**src/rtl/act_lut_addr_pipe_if.sv**
```systemverilog
// Beat-level bus of the activation-LUT address pipeline: input beat, output beat,
// and the valid/ready pair for each side.
interface act_lut_addr_pipe_if #(
  parameter int NUM_CH     = 4,
  parameter int DATA_WIDTH = 8,
  parameter int EQ_WIDTH   = 4,
  parameter int ADDR_WIDTH = 5
) ();
  logic                         i_valid;
  logic                         o_ready;
  logic [NUM_CH*DATA_WIDTH-1:0] i_round_dat;
  logic [EQ_WIDTH-1:0]          i_q_encode;
  logic [EQ_WIDTH-1:0]          c_q_encode;
  logic                         o_valid;
  logic                         i_ready;
  logic [NUM_CH*ADDR_WIDTH-1:0] o_act_lut_addr;
  logic [2*NUM_CH-1:0]          o_sat;

  modport slave (
    input  i_valid, i_round_dat, i_q_encode, c_q_encode, i_ready,
    output o_ready, o_valid, o_act_lut_addr, o_sat
  );

  modport master (
    output i_valid, i_round_dat, i_q_encode, c_q_encode, i_ready,
    input  o_ready, o_valid, o_act_lut_addr, o_sat
  );
endinterface

```
**src/rtl/act_lut_addr_pipe.sv**
```systemverilog
// Two-stage multi-lane activation-LUT address generator with valid/ready flow control.
// Optional saturation statistics counters are built when ACT_LUT_STATS_EN is defined.
module act_lut_addr_pipe #(
  parameter int NUM_CH     = 4,
  parameter int DATA_WIDTH = 8,
  parameter int EQ_WIDTH   = 4,
  parameter int SEG_BITS   = 3,
  parameter int MAX_SHIFT  = 4,
  parameter int ADDR_WIDTH = 5
) (
  input  logic                      i_clk,
  input  logic                      i_rst_n,
  act_lut_addr_pipe_if.slave        bus,
  input  logic                      i_stat_clr,
  output logic [15:0]               o_ovf_cnt,
  output logic [15:0]               o_unf_cnt
);

  localparam int SW   = $clog2(MAX_SHIFT + 1);
  localparam int YW   = DATA_WIDTH + MAX_SHIFT;
  localparam int SEGW = SEG_BITS + 1;
  localparam int OVA  = 2 ** (SEG_BITS + 1);
  localparam int LSBW = DATA_WIDTH - 1 - SEG_BITS;

  logic                       w_s2_adv;
  logic [EQ_WIDTH-1:0]        w_qdiff;
  logic [SW-1:0]              w_shift;
  logic [NUM_CH*SEGW-1:0]     w_seg;
  logic [NUM_CH-1:0]          w_ovf;
  logic [NUM_CH-1:0]          w_unf;
  logic [NUM_CH*ADDR_WIDTH-1:0] w_addr_next;
  logic [2*NUM_CH-1:0]        w_sat_next;

  logic                       r_s1_valid;
  logic [NUM_CH*SEGW-1:0]     r_s1_seg;
  logic [NUM_CH-1:0]          r_s1_ovf;
  logic [NUM_CH-1:0]          r_s1_unf;
  logic                       r_o_valid;
  logic [NUM_CH*ADDR_WIDTH-1:0] r_addr;
  logic [2*NUM_CH-1:0]        r_sat;

  assign w_s2_adv    = !r_o_valid | bus.i_ready;
  assign bus.o_ready = !r_s1_valid | w_s2_adv;

  // Shift only when the LUT format has more fraction bits; a wrapped difference means none.
  always_comb begin
    w_qdiff = bus.c_q_encode - bus.i_q_encode;
    w_shift = '0;
    if (bus.i_q_encode < bus.c_q_encode) begin
      if (32'(w_qdiff) > 32'(MAX_SHIFT)) w_shift = SW'(MAX_SHIFT);
      else                               w_shift = SW'(w_qdiff);
    end
  end

  generate
    for (genvar gi = 0; gi < NUM_CH; gi++) begin : g_lane
      logic [DATA_WIDTH-1:0] w_x;
      logic                  w_neg;
      logic [YW-1:0]         w_x_ext;
      logic [YW-1:0]         w_y;
      logic [LSBW-1:0]       w_lsb_unused;

      assign w_x          = bus.i_round_dat[gi*DATA_WIDTH +: DATA_WIDTH];
      assign w_neg        = w_x[DATA_WIDTH-1];
      assign w_x_ext      = {{MAX_SHIFT{w_neg}}, w_x};
      assign w_y          = w_x_ext << w_shift;
      assign w_lsb_unused = w_y[LSBW-1:0];
      // The shifted value fits in W bits only if every bit above the W-bit sign matches it.
      assign w_ovf[gi]    = !w_neg & (|w_y[YW-1:DATA_WIDTH-1]);
      assign w_unf[gi]    = w_neg & !(&w_y[YW-1:DATA_WIDTH-1]);
      assign w_seg[gi*SEGW +: SEGW] = {w_y[DATA_WIDTH-1], w_y[DATA_WIDTH-2 -: SEG_BITS]};

      assign w_addr_next[gi*ADDR_WIDTH +: ADDR_WIDTH] =
          r_s1_ovf[gi] ? ADDR_WIDTH'(OVA) :
          r_s1_unf[gi] ? ADDR_WIDTH'(OVA + 1) :
                         ADDR_WIDTH'(r_s1_seg[gi*SEGW +: SEGW]);
      assign w_sat_next[2*gi +: 2] = {r_s1_unf[gi], r_s1_ovf[gi]};
    end
  endgenerate

  always_ff @(posedge i_clk or negedge i_rst_n) begin
    if (!i_rst_n) begin
      r_s1_valid <= 1'b0;
      r_s1_seg   <= '0;
      r_s1_ovf   <= '0;
      r_s1_unf   <= '0;
    end else if (bus.o_ready) begin
      r_s1_valid <= bus.i_valid;
      if (bus.i_valid) begin
        r_s1_seg <= w_seg;
        r_s1_ovf <= w_ovf;
        r_s1_unf <= w_unf;
      end
    end
  end

  always_ff @(posedge i_clk or negedge i_rst_n) begin
    if (!i_rst_n) begin
      r_o_valid <= 1'b0;
      r_addr    <= '0;
      r_sat     <= '0;
    end else if (w_s2_adv) begin
      r_o_valid <= r_s1_valid;
      if (r_s1_valid) begin
        r_addr <= w_addr_next;
        r_sat  <= w_sat_next;
      end
    end
  end

  assign bus.o_valid        = r_o_valid;
  assign bus.o_act_lut_addr = r_addr;
  assign bus.o_sat          = r_sat;

`ifdef ACT_LUT_STATS_EN
  logic        w_out_fire;
  logic [16:0] w_ovf_sum;
  logic [16:0] w_unf_sum;
  logic [15:0] r_ovf_cnt;
  logic [15:0] r_unf_cnt;

  function automatic logic [16:0] f_popcnt(input logic [2*NUM_CH-1:0] v, input int b);
    logic [16:0] c;
    c = '0;
    for (int i = 0; i < NUM_CH; i++) c = c + 17'(v[2*i+b]);
    return c;
  endfunction

  assign w_out_fire = r_o_valid & bus.i_ready;
  assign w_ovf_sum  = {1'b0, r_ovf_cnt} + f_popcnt(r_sat, 0);
  assign w_unf_sum  = {1'b0, r_unf_cnt} + f_popcnt(r_sat, 1);

  always_ff @(posedge i_clk or negedge i_rst_n) begin
    if (!i_rst_n) begin
      r_ovf_cnt <= '0;
      r_unf_cnt <= '0;
    end else if (i_stat_clr) begin
      r_ovf_cnt <= '0;
      r_unf_cnt <= '0;
    end else if (w_out_fire) begin
      r_ovf_cnt <= w_ovf_sum[16] ? 16'hFFFF : w_ovf_sum[15:0];
      r_unf_cnt <= w_unf_sum[16] ? 16'hFFFF : w_unf_sum[15:0];
    end
  end

  assign o_ovf_cnt = r_ovf_cnt;
  assign o_unf_cnt = r_unf_cnt;
`else
  logic w_stat_clr_unused;
  assign w_stat_clr_unused = i_stat_clr;
  assign o_ovf_cnt = '0;
  assign o_unf_cnt = '0;
`endif

endmodule

```
**src/flat_wrapper.sv**
```systemverilog
// flat-port wrapper written by rule: the top's interface ports become plain ports
module act_lut_addr_pipe_flat 
#(
  parameter int NUM_CH     = 4,
  parameter int DATA_WIDTH = 8,
  parameter int EQ_WIDTH   = 4,
  parameter int SEG_BITS   = 3,
  parameter int MAX_SHIFT  = 4,
  parameter int ADDR_WIDTH = 5
)
  (i_clk, i_rst_n, i_stat_clr, o_ovf_cnt, o_unf_cnt, bus_i_valid, bus_i_round_dat, bus_i_q_encode, bus_c_q_encode, bus_i_ready, bus_o_ready, bus_o_valid, bus_o_act_lut_addr, bus_o_sat);
  act_lut_addr_pipe_if #(.NUM_CH(NUM_CH), .DATA_WIDTH(DATA_WIDTH), .EQ_WIDTH(EQ_WIDTH), .ADDR_WIDTH(ADDR_WIDTH)) bus_i ();
  input  logic i_clk;
  input  logic i_rst_n;
  input  logic i_stat_clr;
  output logic [15:0] o_ovf_cnt;
  output logic [15:0] o_unf_cnt;
  input wire logic [$bits(bus_i.i_valid)-1:0] bus_i_valid;
  input wire logic [$bits(bus_i.i_round_dat)-1:0] bus_i_round_dat;
  input wire logic [$bits(bus_i.i_q_encode)-1:0] bus_i_q_encode;
  input wire logic [$bits(bus_i.c_q_encode)-1:0] bus_c_q_encode;
  input wire logic [$bits(bus_i.i_ready)-1:0] bus_i_ready;
  output wire logic [$bits(bus_i.o_ready)-1:0] bus_o_ready;
  output wire logic [$bits(bus_i.o_valid)-1:0] bus_o_valid;
  output wire logic [$bits(bus_i.o_act_lut_addr)-1:0] bus_o_act_lut_addr;
  output wire logic [$bits(bus_i.o_sat)-1:0] bus_o_sat;
  assign bus_i.i_valid = bus_i_valid;
  assign bus_i.i_round_dat = bus_i_round_dat;
  assign bus_i.i_q_encode = bus_i_q_encode;
  assign bus_i.c_q_encode = bus_c_q_encode;
  assign bus_i.i_ready = bus_i_ready;
  assign bus_o_ready = bus_i.o_ready;
  assign bus_o_valid = bus_i.o_valid;
  assign bus_o_act_lut_addr = bus_i.o_act_lut_addr;
  assign bus_o_sat = bus_i.o_sat;
  act_lut_addr_pipe #(.NUM_CH(NUM_CH), .DATA_WIDTH(DATA_WIDTH), .EQ_WIDTH(EQ_WIDTH), .SEG_BITS(SEG_BITS), .MAX_SHIFT(MAX_SHIFT), .ADDR_WIDTH(ADDR_WIDTH)) u_core (.i_clk(i_clk), .i_rst_n(i_rst_n), .bus(bus_i), .i_stat_clr(i_stat_clr), .o_ovf_cnt(o_ovf_cnt), .o_unf_cnt(o_unf_cnt));
endmodule
```
**config.mk**
```make
export PLATFORM = sky130hd
export DESIGN_NAME = act_lut_addr_pipe_flat
export DESIGN_NICKNAME = d
export VERILOG_FILES = /design/src/rtl/act_lut_addr_pipe_if.sv /design/src/rtl/act_lut_addr_pipe.sv /design/src/flat_wrapper.sv
export SDC_FILE = /design/constraint.sdc
export NUM_CORES = 1
export LEC_CHECK = 0
export ABC_AREA = 1
export BUFFER_PORTS_ARGS = -buffer_cell sky130_fd_sc_hd__buf_2
export CELL_PAD_IN_SITES_DETAIL_PLACEMENT = 1
export CELL_PAD_IN_SITES_GLOBAL_PLACEMENT = 1
export CORE_MARGIN = 4
export CORE_UTILIZATION = 33
export DETAILED_ROUTE_END_ITERATION = 16
export HOLD_SLACK_MARGIN = 0.02
export PLACE_DENSITY_LB_ADDON = 0.3
export REMOVE_ABC_BUFFERS = 1
export SYNTH_ARGS = -nofsm -noshare
export SYNTH_HDL_FRONTEND = slang
export SYNTH_SLANG_ARGS = --single-unit
export TNS_END_PERCENT = 100
```
**constraint.sdc**
```tcl
create_clock -name i_clk -period 1.2 [get_ports i_clk]
set_input_delay 0 -clock i_clk [delete_from_list [all_inputs] [get_ports i_clk]]
set_output_delay 0 -clock i_clk [all_outputs]
set_load 0.01 [all_outputs]
```
-- Yosys cells after proc, flatten, opt, wreduce, memory -nomap -nowiden
Index checks and enable logic that the tools add are counted.
- add/sub/neg operators: 1
- equality and inequality tests: 0
- shift-type cells: 4
- bitwise operators: 10
- multipliers: 0
- mux-type cells: 10
- magnitude comparators: 2
- div/mod/pow operators: 0
- reduce and logical (&&, ||, !) cells: 20
- operators with widths (operator ; number):
    12-bit by 3-bit left shift with 12-bit output ; 4
    5-bit 2-to-1 mux ; 8
    5-bit AND reduction ; 4
    5-bit OR reduction ; 4
    1-bit logical NOT ; 10
    1-bit bitwise AND ; 8
    3-bit 2-to-1 mux ; 2
    4-bit by 3-bit > comparator with 1-bit output (second input constant) ; 1
    4-bit < comparator ; 1
    2-bit AND reduction ; 2
    4-bit subtractor ; 1
    1-bit OR ; 2
- flip-flop bits (word level): 54
- bits in latches: 0
- memories kept: 0
- bits in read-only memories: 0
- bits of input ports: 45
- logic and storage cells: 54
- RAM bits: 0
- output and inout port bits: 62

-- Logic depth before layout (Yosys ltp)
Gate-level depths: netlist (run 1).
- depth after elaboration: 8
- mapped depth: 20
- mapped depth without buffers: 19

-- Worst setup path after synthesis (run 1)
No wires, ideal clock.
- kind: input to register
- start point: in bus_c_q_encode[0]
- end point: reg u_core.r_s1_ovf[3]
- arrival time: 1928 ps
- stages on the path: 18
- slack: -845 ps
- path through: inv_1 ha_1 fa_1 nand2_1 nand3_1 nand3_4 nor2_4 buf_6 buf_6 nand2_1 nand3_1 nand2_1 nand2_1 nand3_1 nor2_1 nand2_1 nand2_1 nand2_1
- word-level cells in the longest chain between the ends: 7
- elaborated cells on any way between the ends: 8
- RTL lines (what ; line ; text):
    start, declared ; flat_wrapper.sv:21 ; input wire logic [$bits(bus_i.c_q_encode)-1:0] bus_c_q_encode;
    4-bit subtractor ; act_lut_addr_pipe.sv:47 ; w_qdiff = bus.c_q_encode - bus.i_q_encode;
    4-bit by 3-bit > comparator with 1-bit output ; act_lut_addr_pipe.sv:50 ; if (32'(w_qdiff) > 32'(MAX_SHIFT)) w_shift = SW'(MAX_SHIFT);
    3-bit 2-to-1 mux ; act_lut_addr_pipe.sv:50 ;
    3-bit 2-to-1 mux * ; act_lut_addr_pipe.sv:49 ; if (bus.i_q_encode < bus.c_q_encode) begin
    12-bit by 3-bit left shift with 12-bit output * ; act_lut_addr_pipe.sv:66 ; assign w_y = w_x_ext << w_shift;
    5-bit OR reduction * ; act_lut_addr_pipe.sv:69 ; assign w_ovf[gi] = !w_neg & (|w_y[YW-1:DATA_WIDTH-1]);
    1-bit bitwise AND * ; act_lut_addr_pipe.sv:69 ;
    end signal, assigned ; act_lut_addr_pipe.sv:91 ; r_s1_ovf <= w_ovf;
    end, declared ; act_lut_addr_pipe.sv:36 ; logic [NUM_CH-1:0] r_s1_ovf;
Mark *: on every way between the ends. The rest lies on a longest branch, timed or not.
A chain may end at the register's enable or synchronous reset.

-- Worst setup path after layout (run 1)
- start point: in bus_c_q_encode[0]
- end point: reg u_core.r_s1_unf[1]
- word-level cells in the longest chain between the ends: 8
- elaborated cells on any way between the ends: 9
- RTL lines (what ; line ; text):
    4-bit subtractor ; act_lut_addr_pipe.sv:47 ;
    4-bit by 3-bit > comparator with 1-bit output ; act_lut_addr_pipe.sv:50 ;
    3-bit 2-to-1 mux ; act_lut_addr_pipe.sv:50 ;
    3-bit 2-to-1 mux * ; act_lut_addr_pipe.sv:49 ;
    12-bit by 3-bit left shift with 12-bit output * ; act_lut_addr_pipe.sv:66 ;
    5-bit AND reduction * ; act_lut_addr_pipe.sv:70 ; assign w_unf[gi] = w_neg & !(&w_y[YW-1:DATA_WIDTH-1]);
    1-bit logical NOT * ; act_lut_addr_pipe.sv:70 ;
    1-bit bitwise AND * ; act_lut_addr_pipe.sv:70 ;
    end signal, assigned ; act_lut_addr_pipe.sv:92 ; r_s1_unf <= w_unf;
    end, declared ; act_lut_addr_pipe.sv:37 ; logic [NUM_CH-1:0] r_s1_unf;
Marked as above.

==> impl.org, run 1 <==
** Outcome
- The flow ran to the end, but the final reports show violations.
- Violations in the final reports :: negative setup slack

** Floorplan
- Initial core utilization :: 33.9%
- Overall die height :: 117 um
- Std-Cell Rows :: 39
- 107 I/O pins were placed.
- Core Area :: 11500 um^2
- Measured along the x axis, the die boundary spans 117 um.
- Area enclosed by the die boundary :: 13600 um^2

** Worst setup path
- Endpoint of the worst setup timing path :: u_core.r_s1_unf[1]$_DFFE_PN0P_
- Data arrival time of the worst path :: 2.15 ns
- Worst R2R End :: u_core.r_s1_unf[3]$_DFFE_PN0P_
- The worst register-to-register path begins at u_core.r_s1_valid$_DFFE_PN0N_.
- Reg2reg setup slack :: -0.03 ns
- Startpoint-to-endpoint class of the critical path :: in2reg
- Along the worst path, the maximum fanout reaches 7.
- The worst register-to-register path has a depth of 6.
- Endpoint required time on the critical path :: 1.38 ns
- The worst setup path is launched from a primary input.
- CP startpoint :: bus_c_q_encode[0]
- STA classifies the critical path endpoint as a flip-flop.

** Final layout
- Total area of multi-input combinational cells :: 2680 um^2
- After the last flow step, the layout net total stands at 760.
- In the final layout, the share of cells above drive strength 1 is 43.3%.
- Layout Cell Area excl Fill :: 5830 um^2
- Layout-stage area growth over the synthesis result :: 49.8%
- For this run, the share of the core covered by cells in the final layout is 50.8%.
- In the final layout, flip-flops and latches occupy 1350 um^2.
- Number of antenna diodes :: 0
- Layout fillers :: 1452

** Detailed routing
- Avg WL per Cell :: 15.8 um
- Total iterations of the first detailed-routing run :: 4
- Number of DRC violations after detailed routing :: 0
- Vias per std cell :: 4.96
- Once detail routing completed, the nets flagged for antenna violations numbered 0.
- Across all layers, the routed design uses 4234 vias.
- DRT iter0 DRCs :: 202
- Total Wirelength :: 13500 um

** Logic synthesis
- Top cells by instance count after synthesis :: 195 x nand2_1, 75 x nand3_1, 54 x dfrtp_1, 54 x nor2_1, 44 x inv_1
- Sequential fraction of the synthesis area :: 34.7%
- Top cell type by total area after synthesis :: dfrtp_1
- Yosys attributes the largest share of cell area to dfrtp_1 35%, nand2_1 19%, nand3_1 9.7%.
- Number of warnings reported in the yosys synthesis log :: 0
- The synthesized design contains 0 enable-type register cells.
- Most numerous cell in the Yosys netlist :: nand2_1
- Mapped Cells :: 576
- A synthesized cell averages 6.75 um^2.
- Counting flops and latches in the post-synthesis netlist gives 54.
- The synthesized netlist contains 29 unique library cells.
- Summed over its instances, the top area cell type makes up 34.7% of the synthesized netlist area.
- Among all flip-flop cells after synthesis, the most frequent one is dfrtp_1.
- Fraction of registers with async set/reset :: 100%
- Post-synthesis cell area :: 3890 um^2

** STA
- Clock skew on the completed layout was measured at 0.00404 ns.
- Max Clk Rate :: 509 MHz
- Subtracting the final worst setup slack from the clock period gives 1.97 ns.
- The number of pins with negative max-slew slack in the final report was 0.
- The number of endpoints with negative hold slack in the final report came to 0.
- The tightest hold path in the finished design has a slack of 0.0384 ns.
- Unrepaired setup endpoints after global routing :: yes
- Ratio of final minimum period to clock period :: 164%
- Once routing completed, OpenROAD measured the worst setup slack at -0.766 ns.
- Final setup violation count :: 24

** CTS
- TritonCTS Buffers :: 5
- H-tree lvl count :: 2
- Number of clock sinks :: 54
- TritonCTS built the clock tree.
- Worst-Skew Late Latency :: 0.29 ns
- In this run the clock root is driven by a clkbuf_16.
- After clock tree synthesis, the clock-pin slew on the worst setup and hold paths is 0.07 ns.
- Buffer levels on the longest clock path :: 2

** Pwr
- In this run, the combinational gates consume 46.3% of the power.
- Cell internal power dissipation :: 4.69 mW
- Clock network fraction of total power :: 18.9%
- Pwr Density :: 1320 nW/um^2
- Max rail drop VDD :: 0.963 mV
- Of the total power, the share spent switching nets is 38.8%.
- Reported net switching power :: 2.98 mW
- Relative contribution of sequential cells to total power :: 34.8%
- Total power draw :: 7.67 mW
- Cell leakage power :: 3.03 nW

** GRT
- Entering global routing, the biggest net connects 55 pins.
- Number of antenna violations at the first check in global routing :: 0
- The first global-routing pass estimated 21300 um of wire.
- Total overflow reported by the global router :: 0
- Aggregate global-route resource usage :: 19.2%
- Via count of the first global-routing pass :: 4353

** Placement
- Post-placement cell area :: 4690 um^2
- Final Wtd Congestion :: 0.845
- The HPWL after detailed placement is 8770 um.
- Count of port buffers added during placement :: 73

** Hold path
- Hold WC Path Type :: in2reg

** Run
- Number of maximum-capacitance violations :: 0
[critical path, stage by stage]
cell and delay, ns:
buf_6 0.07, inv_4 0.03, ha_4 0.15, fa_2 0.54
nand2_2 0.08, nand3_4 0.07, nand3_4 0.09, nor2_4 0.16
buf_6 0.17, nand2_1 0.08, nand3_1 0.08, nand2_1 0.05
nand2_1 0.08, nand2_2 0.09, nor2_2 0.14, nand2_1 0.09
nand2_1 0.09, nand2_1 0.06
[kinds of logic (layout without fill, tap and decap cells)]
group	count (synthesis)	after routing	share of synthesized area (%)
AO/OA/AOI/OAI	67	67	10.7
adder cells (fa/ha/maj)	5	5	1.80
buffers and inverters	106	210	15.3
flip-flops	54	54	34.7
other	1	32	0.0964
AND/OR/NAND/NOR	343	343	37.4
[how the worst min path moves through the flow]
stage | cells past startpoint | from | slack [ns] | endpoint
after CTS | 4 | bus_i_round_dat[15] | 0.02 | u_core.r_s1_ovf[1]$_DFFE_PN0P_
after global placement | 2 | i_rst_n | 0.01 | u_core.bus.o_sat[1]$_DFFE_PN0P_
after detailed placement | 2 | i_rst_n | 0.02 | u_core.bus.o_sat[0]$_DFFE_PN0P_
after global routing | 3 | bus_i_round_dat[9] | 0.06 | u_core.r_s1_seg[5]$_DFFE_PN0P_
final | 3 | bus_i_round_dat[9] | 0.04 | u_core.r_s1_seg[5]$_DFFE_PN0P_
after floorplan | 0 | i_rst_n | -0.30 | u_core.bus.o_act_lut_addr[0]$_DFFE_PN0P_
[cell type report]
cell class,instances,share of cell area [%]
tap,143,3.07
timing repair buffer,154,21.9
clock inverter,1,0.0859
multi-input combinational,447,46.0
inverter,48,3.31
clock buffer,7,2.45
sequential,54,23.2
[placed cells by master, fill, tap and decap left out, types with 7 or more instances in the layout]
master	instances
nor2_1	35
nor2_4	11
nand3_2	32
inv_1	40
buf_2	71
nand2_4	16
buf_6	13
nor2_2	10
conb_1	32
nand3_1	42
o21ai_2	21
buf_12	10
nand2_1	139
clkbuf_16	7
nand2_2	44
a22o_1	11
buf_4	44
o21ai_1	15
dlygate4sd3_1	9
a31oi_1	11
dfrtp_1	54
[power by group through the flow]
stage / Sequential, mW / Clock, mW / Combinational, mW
3_3_place_gp: 2.60 / 0 / 2.72
3_5_place_dp: 2.63 / 0 / 2.81
2_1_floorplan: 2.72 / 0 / 1.37
4_1_cts: 2.61 / 1.49 / 3.19
6_report: 2.67 / 1.45 / 3.55
5_1_grt: 2.74 / 1.54 / 3.91
[sequential cells by signal (all words and copies together), names as in the netlist]
register and flops:
u_core.r_s1_valid 1, u_core.r_s1_seg 16, u_core.bus.o_sat 8, u_core.bus.o_act_lut_addr 20
u_core.r_s1_unf 4, u_core.bus.o_valid 1, u_core.r_s1_ovf 4
[routing by layer]
layer | global-route usage, % | up-vias | wire length (um) | part of all wire [%]
met5 | 0 | - | 0 | 0
met4 | 6.50 | 0 | 247 | 1.8
met3 | 2.28 | 26 | 684 | 5.1
met2 | 33.1 | 113 | 6960 | 52
met1 | 24.8 | 2033 | 5610 | 42
li1 | - | 2062 | - | -
[through the flow]
step | setup TNS [ns] | setup WS, ns | cells
5_1_grt | -18.79 | -0.875 | 854
3_5_place_dp | -24.49 | -1.14 | 824
3_3_place_gp | -21.66 | -1.03 | 824
4_1_cts | -15.31 | -0.728 | 855
2_1_floorplan | -34.88 | -1.20 | 549
6_report | -15.15 | -0.766 | 854
[what timing repair did]
| action | CTS | global route |
|---|---|---|
| cloned | 5 | 2 |
| pin swaps | 45 | 43 |
| buffers inserted | 10 | 5 |
| setup endpoints to repair | 47 | 48 |
| resized for setup | 98 | 113 |
| hold buffers | 9 | 0 |
| endpoints found under the hold margin | 62 | 0 |
(Power assumes the default switching activity.)
==> run 2, diff against run 1 <==
--- a/config.mk
+++ b/config.mk
@@ -13,7 +13,7 @@
 export CORE_UTILIZATION = 33
 export DETAILED_ROUTE_END_ITERATION = 16
 export HOLD_SLACK_MARGIN = 0.02
-export PLACE_DENSITY_LB_ADDON = 0.3
+export PLACE_DENSITY_LB_ADDON = 0.15
 export REMOVE_ABC_BUFFERS = 1
 export SYNTH_ARGS = -nofsm -noshare
 export SYNTH_HDL_FRONTEND = slang
==> impl.org, run 2 (synthesis gave the netlist of run 1 again) <==
** Outcome
- Run status :: finished, violations left (unchanged)
- Violations in the final reports :: negative setup slack (unchanged)

** STA
- The final worst clock skew came to 0.00305 ns (was 0.00404 ns).
- Shortest clock period the worst path allows after layout :: 1.93 ns (was 1.97 ns)
- The setup TNS was -14.57 ns (was -15.15 ns).
- Ratio of final minimum period to clock period :: 161% (was 164%)
- Worst setup margin :: -0.732 ns (was -0.766 ns)
- Final setup violation count :: 33 (was 24)
- Unrepaired setup endpoints after global routing: yes (unchanged).
- The achievable frequency came to 518 MHz (was 509 MHz).
- Count of pins over their slew limit :: 0 (unchanged)
- The number of endpoints with negative hold slack in the final report was 0 (unchanged).
- The worst hold slack after final layout was 0.0535 ns (was 0.0384 ns).

** GRT
- Number of antenna violations at the first check in global routing :: 0 (unchanged)
- The via count of the first global-routing pass came to 4247 (was 4353).
- The wire length of the first global-routing pass is 21600 um (was 21300 um).
- Total overflow reported by the global router :: 0 (unchanged)
- The total routing usage reported by global routing came to 19.7% (was 19.2%).
- The maximum number of pins on one net before global-route repair was 55 (unchanged).

** Floorplan
- The floorplan row count is 39 (unchanged).
- The die extent in y is 117 um (unchanged).
- The initial cell density of the core is 33.9% (unchanged).
- The die width was 117 um (unchanged).
- The floorplan die area was 13600 um^2 (unchanged).
- The placeable core region was 11500 um^2 (unchanged).
- The number of top-level design ports came to 107 (unchanged).

** Hold path
- The end point of the most critical hold path is u_core.r_s1_seg[5]$_DFFE_PN0P_ (unchanged).
- The number of cells traversed by the worst hold path came to 3 (unchanged).
- The launch point of the worst hold path is bus_i_round_dat[9] (unchanged).
- Hold WC Path Type :: in2reg (unchanged)

** Detailed routing
- The DRC marker count from the first detailed-route iteration is 163 (was 202).
- The per-cell via count in the routed design was 4.89 (was 4.96).
- Avg WL per Cell :: 16.3 um (was 15.8 um)
- The DRC violation count after routing was 0 (unchanged).
- Total Wirelength :: 13900 um (was 13500 um)
- The remaining number of nets flagged by the antenna check after routing is 0 (unchanged).
- Total via count after detailed routing :: 4170 (was 4234)
- The total iterations of the first detailed-routing run was 4 (unchanged).

** CTS
- The sink count of the clock tree is 54 (unchanged).
- The latest clock arrival within the worst-skew pair was 0.29 ns (about the same).
- The maximum buffer depth of the clock tree is 2 (unchanged).
- The number of H-tree levels is 2 (unchanged).
- The number of buffers added by the clock tree synthesis step is 5 (unchanged).
- Clock transition at the registers of the reported paths :: 0.07 ns (about the same)
- TritonCTS clock tree :: yes (unchanged)
- The cell at the root of the clock tree was clkbuf_16 (unchanged).

** Worst setup path
- The sort of element at the start of the critical path is a primary input (unchanged).
- Kind of end point of the critical path :: flip-flop (unchanged)
- Crit path cell chain: buf_6 > inv_4 > ha_4 > fa_2 > nand2_2 > nand3_2 > nand3_4 > nor2_4 > buf_6 > nand2_1 > nand3_1 > nand2_4 > nand2_2 > nand2_2 > nor2_1 > nand2_1 > nand2_1 > nand2_1 (was buf_6 > inv_4 > ha_4 > fa_2 > nand2_2 > nand3_4 > nand3_4 > nor2_4 > buf_6 > nand2_1 > nand3_1 > nand2_1 > nand2_1 > nand2_2 > nor2_2 > nand2_1 > nand2_1 > nand2_1).
- Data arrival time of the worst path :: 2.12 ns (was 2.15 ns)
- Slowest Stage Delay on Critical Path :: 0.54 ns (about the same)
- Worst R2R End :: u_core.r_s1_seg[5]$_DFFE_PN0P_ (was u_core.r_s1_unf[3]$_DFFE_PN0P_)
- CP max FO :: 7 (unchanged)
- Endpoint required time on the critical path :: 1.39 ns (was 1.38 ns)
- The most frequent cell on the critical path is nand2_1 (unchanged).
- The critical setup path kind is in2reg (unchanged).
- Worst r2r path cells :: 6 (unchanged)
- The number of buffer and inverter stages on the critical path came to 3 (unchanged).
- The reg-to-reg startpoint is u_core.bus.o_valid$_DFFE_PN0P_ (was u_core.r_s1_valid$_DFFE_PN0N_).
- Slowest-stage cell, CP :: fa_2 (unchanged)
- The largest delay contributor family on the critical path is simple AND/OR/NAND/NOR gates (unchanged).
- Reg2reg setup slack :: -0.05 ns (was -0.03 ns)

** Final layout
- The most frequent standard cell in the layout excluding fill and tap cells is nand2_1 (unchanged).
- Number of flip-flops in the largest register :: 20 (unchanged)
- Layout-stage area growth over the synthesis result :: 54.3% (was 49.8%)
- The share of final-layout standard cells stronger than drive strength 1 is 44.2% (was 43.3%).
- Layout Cell Area excl Fill :: 6000 um^2 (was 5830 um^2)
- The core occupancy in the finished layout was 52.3% (was 50.8%).
- The number of diodes added for antenna fixing came to 0 (unchanged).
- The layout filler cell count was 1416 (was 1452).
- The number of nets in the finished design was 759 (was 760).
- Most frequent cells in the layout :: 123 x nand2_1, 71 x buf_2, 58 x nand2_2 (was 139 x nand2_1, 71 x buf_2, 54 x dfrtp_1)
- The final cell count without fillers was 853 (was 854).

** Run
- Number of maximum-capacitance violations :: 0 (unchanged)

** Placement
- Placed wire-length estimate :: 8900 um (was 8770 um)
- The cell count after placement was 816 (was 824).
- Final Wtd Congestion :: 0.837 (was 0.845)
- Worst slack at placement :: -1.15 ns (was -1.14 ns)
- Post-placement cell area :: 4640 um^2 (was 4690 um^2)
- Count of port buffers added during placement :: 73 (unchanged)

** Pwr
- The power per standard cell area came to 1330 nW/um^2 (was 1320 nW/um^2).
- The leakage component of the power was 3.10 nW (was 3.03 nW).
- The final total power came to 7.97 mW (was 7.67 mW).
- The worst voltage drop across the vdd grid is 0.949 mV (was 0.963 mV).
==> run 2: cell count changes in the layout (fill, tap and decap cells not counted), moves of 4 or more <==
cell / previous run / this run
nand2_1: 139 / 123
nand2_2: 44 / 58
buf_4: 44 / 34
nor2_1: 35 / 43
nor2_4: 11 / 5
buf_16: 1 / 6
o21ai_2: 21 / 16
nand3_1: 42 / 38
==> run 2: how the worst max path moves through the flow <==
stage / start / endpoint / slack (ns) / cells after the start
floorplan: bus_c_q_encode[0] / u_core.r_s1_unf[0]$_DFFE_PN0P_ / -1.20 / 15
CTS: bus_c_q_encode[0] / u_core.r_s1_unf[1]$_DFFE_PN0P_ / -0.70 / 18
global route: bus_c_q_encode[0] / u_core.r_s1_ovf[1]$_DFFE_PN0P_ / -0.93 / 22
detailed placement: bus_c_q_encode[0] / u_core.r_s1_unf[1]$_DFFE_PN0P_ / -1.15 / 17
finish: bus_c_q_encode[0] / u_core.r_s1_unf[1]$_DFFE_PN0P_ / -0.73 / 18
global placement: bus_c_q_encode[0] / u_core.r_s1_unf[1]$_DFFE_PN0P_ / -1.05 / 16
==> run 2: area by class of cell <==
class                      count  area (um^2)  share of cell area, %
multi-input combinational    447         2720                   45.4
inverter                      48          190                   3.17
clock buffer                   7          133                   2.21
clock inverter                 1         30.0                  0.500
tap                          143          179                   2.98
sequential                    54         1350                   22.5
timing repair buffer         153         1400                   23.3
==> run 2: what timing repair did <==
item	4_1_cts	5_1_grt
buffers inserted	8	6
hold buffers	9	0
endpoints found under the hold margin	62	0
resized for setup	109	114
pin swaps	43	65
endpoints found under the setup margin	44	45
cloned	7	4
==> run 2: layer usage <==
layer | vias up | track usage, % | wire length, um
li1 | 2057 | - | -
met1 | 2025 | 26.4 | 6180
met2 | 82 | 34.5 | 7170
met3 | 6 | 1.40 | 444
met4 | 0 | 5.28 | 132
met5 | - | 0 | 0
==> run 2: worst min-delay path, cell delays in order <==
cell and delay (ns):
buf_2 0.13, nand2_1 0.08, a31oi_1 0.09
==> run 2: power by group <==
part	switching (mW)	internal [mW]
registers	0.348	2.30
clock network	0.636	0.988
logic	2.04	1.65
total	3.02	4.95
==> run 3, diff against run 2 <==
--- a/config.mk
+++ b/config.mk
@@ -13,7 +13,7 @@
 export CORE_UTILIZATION = 33
 export DETAILED_ROUTE_END_ITERATION = 16
 export HOLD_SLACK_MARGIN = 0.02
-export PLACE_DENSITY_LB_ADDON = 0.15
+export PLACE_DENSITY = 0.81
 export REMOVE_ABC_BUFFERS = 1
 export SYNTH_ARGS = -nofsm -noshare
 export SYNTH_HDL_FRONTEND = slang
==> impl.org, run 3 (synthesis gave the netlist of run 1 again) <==
** Pwr
- The clock share of power came to 18.7% (was 20.4%).
- Relative contribution of sequential cells to total power :: 34.1% (was 33.3%)
- Reported net switching power :: 3.20 mW (was 3.02 mW)
- The leakage component of the power was 3.00 nW (was 3.10 nW).
- The power per standard cell area came to 1350 nW/um^2 (was 1330 nW/um^2).
- Comb power frac :: 47.2% (was 46.3%)
- The worst voltage drop across the vdd grid was 1.15 mV (was 0.949 mV).
- The design internal power is 4.59 mW (was 4.95 mW).
- Switching fraction of total power :: 41.0% (was 37.9%)

** CTS
- Buffer levels on the longest clock path :: 2 (unchanged)
- TritonCTS clock tree :: yes (unchanged)
- The sink count of the clock tree was 54 (unchanged).
- The cell at the root of the clock tree is clkbuf_16 (unchanged).
- The latest clock arrival within the worst-skew pair came to 0.30 ns (was 0.29 ns).
- H-tree lvl count :: 2 (unchanged)
- Clock transition at the registers of the reported paths :: 0.07 ns (about the same)
- The number of buffers added by the clock tree synthesis step is 5 (unchanged).

** Detailed routing
- Total via count after detailed routing :: 4593 (was 4170)
- Post-route ant nets :: 0 (unchanged)
- The DRC marker count from the first detailed-route iteration is 503 (was 163).
- The DRC violation count after routing was 0 (unchanged).
- Vias per std cell :: 5.36 (was 4.89)
- Total iterations of the first detailed-routing run :: 5 (was 4)
- Total Wirelength :: 16800 um (was 13900 um)
- The average detailed-routed wire length per instance was 19.6 um (was 16.3 um).

** Worst setup path
- The slowest cell on the critical path is fa_2 (unchanged).
- Crit-path leading delay family :: simple AND/OR/NAND/NOR gates (unchanged)
- The reg-to-reg startpoint was u_core.r_s1_valid$_DFFE_PN0N_ (was u_core.bus.o_valid$_DFFE_PN0P_).
- The slack of the worst reg-to-reg path came to -0.23 ns (was -0.05 ns).
- Type of element launching the critical path :: primary input (unchanged)
- The type of destination of the critical path is a flip-flop (unchanged).
- The critical setup path kind was in2reg (unchanged).
- Worst r2r path cells :: 6 (unchanged)
- The maximum cell stage delay along the critical path is 0.54 ns (about the same).
- Worst R2R End :: u_core.r_s1_seg[13]$_DFFE_PN0P_ (was u_core.r_s1_seg[5]$_DFFE_PN0P_)
- The worst-path maximum fanout came to 7 (unchanged).
- Crit path cell chain :: buf_6 > inv_4 > ha_4 > fa_2 > nand2_2 > nand3_2 > nand3_4 > nor2_4 > buf_6 > buf_16 > nand2_2 > nand2_1 > nand2_1 > nand2_2 > o21ai_2 > nor2_1 > nand2_1 > nand2_1 > nand2_1 (was buf_6 > inv_4 > ha_4 > fa_2 > nand2_2 > nand3_2 > nand3_4 > nor2_4 > buf_6 > nand2_1 > nand3_1 > nand2_4 > nand2_2 > nand2_2 > nor2_1 > nand2_1 > nand2_1 > nand2_1)
- The most frequent cell on the critical path is nand2_1 (unchanged).
- Endpoint required time on the critical path :: 1.39 ns (about the same)
- WP buf/inv :: 4 (was 3)
- The worst endpoint data arrival time was 2.21 ns (was 2.12 ns).

** Floorplan
- Overall die height :: 117 um (unchanged)
- Die outline width :: 117 um (unchanged)
- The floorplan row count was 39 (unchanged).
- The placeable core region came to 11500 um^2 (unchanged).
- The number of top-level design ports is 107 (unchanged).
- The initial cell density of the core is 33.9% (unchanged).
- Area enclosed by the die boundary :: 13600 um^2 (unchanged)

** Outcome
- Run status :: finished, violations left (unchanged)
- Violations in the final reports :: negative setup slack (unchanged)

** Hold path
- Hold WC Path Type :: in2reg (unchanged)
- The launch point of the worst hold path is bus_i_round_dat[31] (was bus_i_round_dat[9]).
- The number of cells traversed by the worst hold path is 4 (was 3).
- The end point of the most critical hold path was u_core.r_s1_ovf[3]$_DFFE_PN0P_ (was u_core.r_s1_seg[5]$_DFFE_PN0P_).

** GRT
- The total routing usage reported by global routing came to 19.7% (about the same).
- The maximum number of pins on one net before global-route repair is 55 (unchanged).
- Total overflow reported by the global router :: 0 (unchanged)
- Number of antenna violations at the first check in global routing :: 0 (unchanged)
- Wire length of the first global-routing pass :: 21800 um (was 21600 um)
- Via count of the first global-routing pass :: 4495 (was 4247)

** STA
- Worst setup margin :: -0.827 ns (was -0.732 ns)
- Shortest clock period the worst path allows after layout :: 2.03 ns (was 1.93 ns)
- Final Skew :: 0.00859 ns (was 0.00305 ns)
- Ratio of final minimum period to clock period :: 169% (was 161%)
- Worst hold-check slack :: 0.0609 ns (was 0.0535 ns)
- Max Clk Rate :: 493 MHz (was 518 MHz)
- Unrepaired setup endpoints after global routing: yes (unchanged).
- The final setup violation count was 39 (was 33).
- Count of pins over their slew limit :: 0 (unchanged)
- The number of endpoints with negative hold slack in the final report came to 0 (unchanged).

** Final layout
- The layout-stage area growth over the synthesis result is 48.7% (was 54.3%).
- Most common library cell in the layout ignoring fill and taps :: nand2_1 (unchanged)
- Most frequent cells in the layout :: 144 x nand2_1, 71 x buf_2, 54 x dfrtp_1 (was 123 x nand2_1, 71 x buf_2, 58 x nand2_2)
- The share of final-layout standard cells stronger than drive strength 1 was 41.5% (was 44.2%).
- Layout fillers :: 1416 (unchanged)
- The number of flip-flops in the largest register is 20 (unchanged).
- Final layout net count :: 763 (was 759)
- The number of diodes added for antenna fixing is 0 (unchanged).

** Placement
- Placed wire-length estimate :: 9110 um (was 8900 um)
- Count of port buffers added during placement :: 73 (unchanged)
- Worst slack at placement :: -1.11 ns (was -1.15 ns)
- Final Wtd Congestion :: 0.836 (was 0.837)

** Run
- Number of maximum-capacitance violations :: 0 (unchanged)
==> run 3: how the worst max path moves through the flow <==
stage | startpoint | endpoint | slack (ns) | cells after the start
finish | bus_c_q_encode[0] | u_core.r_s1_ovf[2]$_DFFE_PN0P_ | -0.83 | 19
global route | bus_c_q_encode[0] | u_core.r_s1_ovf[2]$_DFFE_PN0P_ | -0.95 | 19
CTS | bus_c_q_encode[0] | u_core.r_s1_unf[1]$_DFFE_PN0P_ | -0.67 | 18
detailed placement | bus_c_q_encode[0] | u_core.r_s1_ovf[3]$_DFFE_PN0P_ | -1.11 | 18
global placement | bus_c_q_encode[0] | u_core.r_s1_unf[0]$_DFFE_PN0P_ | -1.00 | 16
floorplan | bus_c_q_encode[0] | u_core.r_s1_unf[0]$_DFFE_PN0P_ | -1.20 | 15
==> run 3: tightest hold or removal path, cell delays in order <==
cell and delay (ns):
buf_2 0.13, nor2_1 0.07, nand2_1 0.08, nand2_1 0.05
==> run 3: final cells by class <==
class,instances,area (um^2),area share (%)
clock inverter,3,21.3,0.368
inverter,48,185,3.20
sequential,54,1350,23.4
clock buffer,5,125,2.16
timing repair buffer,157,1290,22.3
multi-input combinational,447,2630,45.5
tap,143,179,3.09
==> run 3: repair_timing <==
item	CTS	global route
buffers inserted	9	7
hold endpoints to repair	62	0
hold buffers	9	0
resized for setup	90	97
gates cloned	3	3
setup endpoints to repair	37	36
pin swaps	40	35
==> run 3: per-stage QoR <==
step                      cells  setup TNS (ns)  cell area, um^2  power (mW)  util (%)
after floorplan             549          -34.88             3590        4.09         -
after global placement      821          -21.33             4640        5.26      40.5
after detailed placement    821          -24.07             4640        5.41      40.5
after CTS                   850          -13.84             5340        7.17      46.6
after global routing        857          -21.16             5780        8.24      50.4
final                       857          -17.26             5780        7.79      50.4
==> run 3: power groups by stage <==
stage	Sequential, mW	Combinational [mW]	Clock [mW]
3_5_place_dp	2.64	2.77	0
4_1_cts	2.62	3.09	1.46
3_3_place_gp	2.61	2.65	0
5_1_grt	2.72	3.96	1.56
6_report	2.66	3.68	1.46
2_1_floorplan	2.72	1.37	0
==> run 3: layer usage <==
layer	track usage (%)	vias up	part of all wire [%]
met3	1.76	67	6.5
met5	0	-	0
met2	36.9	238	52
met1	23.3	2228	37
li1	-	2060	-
met4	7.26	0	4.6
